--- src/rtl/trace_sequencer.sv ---
// Trace-driven front end for the cache simulator: walks a trace ROM and feeds each address to the cache.
// Optional SEQ_STALL_EN adds a cache_ready input so a multi-cycle cache can hold the search phase.
module trace_sequencer #(
    parameter int TRACE_SIZE = 57962,
    parameter int ADDR_W     = 32,
    parameter int IDX_W      = 16,
    parameter int CNT_W      = 16
) (
    input  logic              clk,
    input  logic              rst,
    input  logic              start,
    output logic [IDX_W-1:0]  rom_idx,
    input  logic [ADDR_W-1:0] rom_data,
    output logic [ADDR_W-1:0] cache_addr,
    output logic              cache_state,
    input  logic              cache_hit,
`ifdef SEQ_STALL_EN
    input  logic              cache_ready,
`endif
    output logic [CNT_W-1:0]  ref_count,
    output logic [CNT_W-1:0]  hit_count,
    output logic [CNT_W-1:0]  miss_count,
    output logic              busy,
    output logic              done
);

    typedef enum logic [1:0] {IDLE, ISSUE, SEARCH, DONE} state_t;

    localparam logic [IDX_W-1:0] LAST_IDX = IDX_W'(TRACE_SIZE - 1);
    localparam logic [CNT_W-1:0] CNT_MAX  = '1;

    state_t state;
    logic   advance;

`ifdef SEQ_STALL_EN
    assign advance = cache_ready;
`else
    assign advance = 1'b1;
`endif

    // Counters stick at all-ones rather than wrapping.
    function automatic logic [CNT_W-1:0] sat_inc(input logic [CNT_W-1:0] v);
        return (v == CNT_MAX) ? v : v + CNT_W'(1);
    endfunction

    always_ff @(posedge clk or posedge rst) begin
        if (rst) begin
            state       <= IDLE;
            rom_idx     <= '0;
            cache_addr  <= '0;
            cache_state <= 1'b0;
            ref_count   <= '0;
            hit_count   <= '0;
            miss_count  <= '0;
            busy        <= 1'b0;
            done        <= 1'b0;
        end else begin
            case (state)
                IDLE, DONE: begin
                    if (start) begin
                        state       <= ISSUE;
                        rom_idx     <= '0;
                        ref_count   <= '0;
                        hit_count   <= '0;
                        miss_count  <= '0;
                        cache_state <= 1'b0;
                        busy        <= 1'b1;
                        done        <= 1'b0;
                    end
                end
                ISSUE: begin
                    cache_addr  <= rom_data;
                    cache_state <= 1'b1;
                    state       <= SEARCH;
                end
                SEARCH: begin
                    if (advance) begin
                        ref_count <= sat_inc(ref_count);
                        if (cache_hit) hit_count  <= sat_inc(hit_count);
                        else           miss_count <= sat_inc(miss_count);
                        cache_state <= 1'b0;
                        // Index holds on the last entry so the ROM is never read out of range.
                        if (rom_idx == LAST_IDX) begin
                            state <= DONE;
                            busy  <= 1'b0;
                            done  <= 1'b1;
                        end else begin
                            rom_idx <= rom_idx + IDX_W'(1);
                            state   <= ISSUE;
                        end
                    end
                end
                default: state <= IDLE;
            endcase
        end
    end

endmodule

--- config.mk ---
export PLATFORM = sky130hd
export DESIGN_NAME = trace_sequencer
export DESIGN_NICKNAME = d
export VERILOG_FILES = /design/src/rtl/trace_sequencer.sv
export SDC_FILE = /design/constraint.sdc
export NUM_CORES = 1
export LEC_CHECK = 0
export CAP_MARGIN = 20
export CORE_UTILIZATION = 33
export DETAILED_ROUTE_END_ITERATION = 16
export SYNTH_ARGS = -nofsm -noshare
export SYNTH_HDL_FRONTEND = slang
export SYNTH_SLANG_ARGS = --single-unit
--- constraint.sdc ---
create_clock -name clk -period 4.3 [get_ports clk]
set_clock_uncertainty 0.15 [all_clocks]
set_input_delay 0.43 -clock clk [delete_from_list [all_inputs] [get_ports clk]]
set_output_delay 0.43 -clock clk [all_outputs]
set_load 0.005 [all_outputs]
==> flow_summary.json <==
{
  "antenna_cells": 0,
  "seq_area_frac_synth_pct": 47.99,
  "synth-async-reset-ratio_pct": 100.0,
  "grt_overflow_total": 0,
  "coreArea_um2": 15370,
  "p_per_area_nw_per_um2": 311.2,
  "drt-pass1-iter-count": 5,
  "cts.reportedPaths.clkPinSlew_ns": 0.07,
  "min_from": "cache_state",
  "cts_hold_buffers": 0,
  "synth-edff-count": 0,
  "synth_cell_types": 59,
  "cts_sinks": 101,
  "cp-end-kind": "register",
  "dp_hpwl_mm": 10.38,
  "timing.final.crit_share_pct": 68.08,
  "syn_area_um2": 5266,
  "nets": 718,
  "rsz0062_at_grt": "no",
  "startpoint_type": "register",
  "syn2layout_area_growth_pct": 35.50,
  "setup_tns_ns": 0,
  "grt_max_degree": 66,
  "syn_area_per_cell_um2": 9.575,
  "drive_gt1_share_pct": 9.706,
  "vias": 4909,
  "leakagePower_uw": 0.002943,
  "status": "complete, no violations",
  "rrSetupSlack_ns": 1.37,
  "grt_antenna_before_repair": 0,
  "clk_latency_ns": 0.35,
  "hp-class": "reg2reg",
  "fmax_ghz": 0.3416,
  "power_uw": 2220,
  "gp_congestion": 0.8432,
  "worstPathRequired_ns": 4.41,
  "rows": 45,
  "worstMarginPinSlew_ns": 1.001,
  "hold_violations": 0,
  "synth_ff_type": "dfrtp_1",
  "ir_worst_vdd_v": 0.0001799,
  "yosys_warnings": 0,
  "hold_ws_ns": 0.3314,
  "grtUsageTotal_pct": 18.61,
  "clockBufferDepth": 2,
  "path_class": "reg2reg",
  "rr_startpoint": "state[0]",
  "n_fill_cell": 1426,
  "wl_per_cell_um": 16.67,
  "die_h_um": 128.3,
  "die_x_um": 128.3,
  "grt_pass1_vias": 4695,
  "routed_via_density": 5.510,
  "layout_min_cycle_time_ns": 2.928,
  "critPathMaxFanout": 33,
  "crit_start": "state[0]",
  "dp_slack_ns": 1.409,
  "drt.antenna.violating_nets": 0,
  "cts_made_buffers": 9,
  "synth_seq_cells": 101,
  "drv_slew": 0,
  "crit_arrival_ns": 3.04,
  "finalSetupViolCount": 0,
  "regArea_um2": 2527,
  "drv_cap": 0,
  "ios": 135,
  "fin_area_um2": 7136,
  "htree_num_levels": 3,
  "r2r_end": "rom_idx[6]",
  "multi_input_area_um2": 2589,
  "grt_pass1_wl_mm": 24.22,
  "cts_root_buffer": "clkbuf_16",
  "dieArea_um2": 16470,
  "layout_setup_ws_ns": 1.372,
  "syn-num-nets": 593,
  "r2r_cells": 6,
  "cts_resized": 0,
  "portBuffers": 134,
  "critPathCapture": "rom_idx[6]",
  "relSlewSlack_pct": 33.20,
  "wl_mm": 14.86,
  "postCtsSetupBuffers": 0,
  "place_area_um2": 6833,
  "cts_tree": "yes",
  "drtIter0Drc": 366,
  "drcViolationCount": 0,
  "initial_utilization_pct": 34.26,
  "synthCells": 550
}
-- report_power, final --
part	switching (uW)	internal, uW	leakage, uW	total [uW]
clock network	371	469	0.000146	840
logic	108	183	0.00157	291
registers	85.8	1000	0.00123	1090
-- sequential cells by signal, summed over array words and instances (netlist names) --
| name | count |
|---|---|
| busy | 1 |
| cache_addr | 32 |
| cache_state | 1 |
| done | 1 |
| hit_count | 16 |
| miss_count | 16 |
| ref_count | 16 |
| rom_idx | 16 |
| state | 2 |
-- placed cells by master, fill, tap and decap left out, types with 2 or more instances in the layout --
master	count
ha_1	6
nand3_1	35
mux2i_1	11
a211oi_1	4
a22o_1	3
o31ai_1	7
o211ai_1	11
nand3b_1	3
a31oi_1	6
nor2_1	31
or4_1	9
nand4b_1	4
clkinv_4	2
and2_1	3
o21ai_0	23
o21ai_1	14
and4_1	4
nand2b_1	5
inv_1	12
nand2_1	73
dfrtp_1	101
a211o_1	4
a41oi_1	3
a21oi_1	31
a21o_1	4
nor3_1	14
nand4_1	14
clkbuf_16	9
or3_1	7
mux2_2	33
and3_1	9
buf_4	8
nor4_1	10
clkdlybuf4s50_1	134
-- layout make-up --
type                    instances  share of cell area (%)
well taps                     211                   3.700
clock buffers                  11                   3.402
flip-flops and latches        101                   35.42
inverters                      13                  0.7189
multi-input cells             408                   36.28
repair buffers                142                   19.64
clock inverters                 5                  0.8417
-- cell families (layout without fill, tap and decap cells) --
kind of cell | after synthesis | in the layout | share of synthesized area, %
AOI/OAI and AO/OA | 127 | 127 | 15.63
adders and majority gates | 7 | 7 | 1.663
buffers and inverters | 41 | 171 | 3.112
DFF | 101 | 101 | 47.99
muxes | 44 | 44 | 9.147
and+or+nand+nor | 230 | 230 | 22.45
-- how the worst min path moves through the flow --
stage | endpoint | slack (ns) | cells after the start
floorplan | cache_state | 0.32 | 2
global placement | busy | 0.32 | 1
detailed placement | cache_state | 0.32 | 2
CTS | cache_state | 0.34 | 2
global route | busy | 0.37 | 1
finish | cache_state | 0.33 | 2
-- critical path, stage by stage, from the launching register on --
cell	delay, ns
dfrtp_1	0.39
inv_1	0.08
ha_2	0.62
inv_1	0.66
nor2_1	0.53
nand2_1	0.13
o31ai_1	0.26
-- Yosys cell counts, types with 2 or more instances --
library cell	number	area, um^2
a211oi_1	4	30.03
nand2_1	73	274.0
a21o_1	4	30.03
a22o_1	3	26.28
nor2_1	31	116.4
a41oi_1	3	26.28
inv_1	13	48.80
mux2i_1	11	110.1
or3_1	7	43.79
a21oi_1	31	155.2
and3_1	9	56.30
o21ai_0	23	115.1
nand4b_1	4	35.03
o21ai_1	15	75.07
ha_1	7	87.58
clkbuf_1	21	78.83
o31ai_1	7	52.55
a211o_1	4	35.03
dfrtp_1	101	2527
or4_1	9	67.56
buf_1	4	15.01
nand3_1	35	175.2
nor4_1	10	62.56
o211ai_1	11	82.58
and4_1	4	35.03
nand2b_1	5	31.28
nand4_1	14	87.58
a31oi_1	6	37.54
buf_2	2	10.01
and2_1	3	18.77
mux2_2	33	371.6
nor3_1	14	70.07
nand3b_1	3	22.52
-- metrics by stage --
stage               std cells  util [%]
finish                    891     46.42
global route              891     46.42
CTS                       891     46.42
detailed placement        875     44.45
global placement          875     44.45
floorplan                 550         -
-- metal layers --
layer / routed length (um) / up-vias / track usage, %
li1: - / 2288 / -
met1: 6374 / 2400 / 24.52
met2: 7371 / 204 / 30.87
met3: 926 / 17 / 3.506
met4: 184 / 0 / 5.882
met5: 0 / - / 0
(Power assumes the default switching activity.)
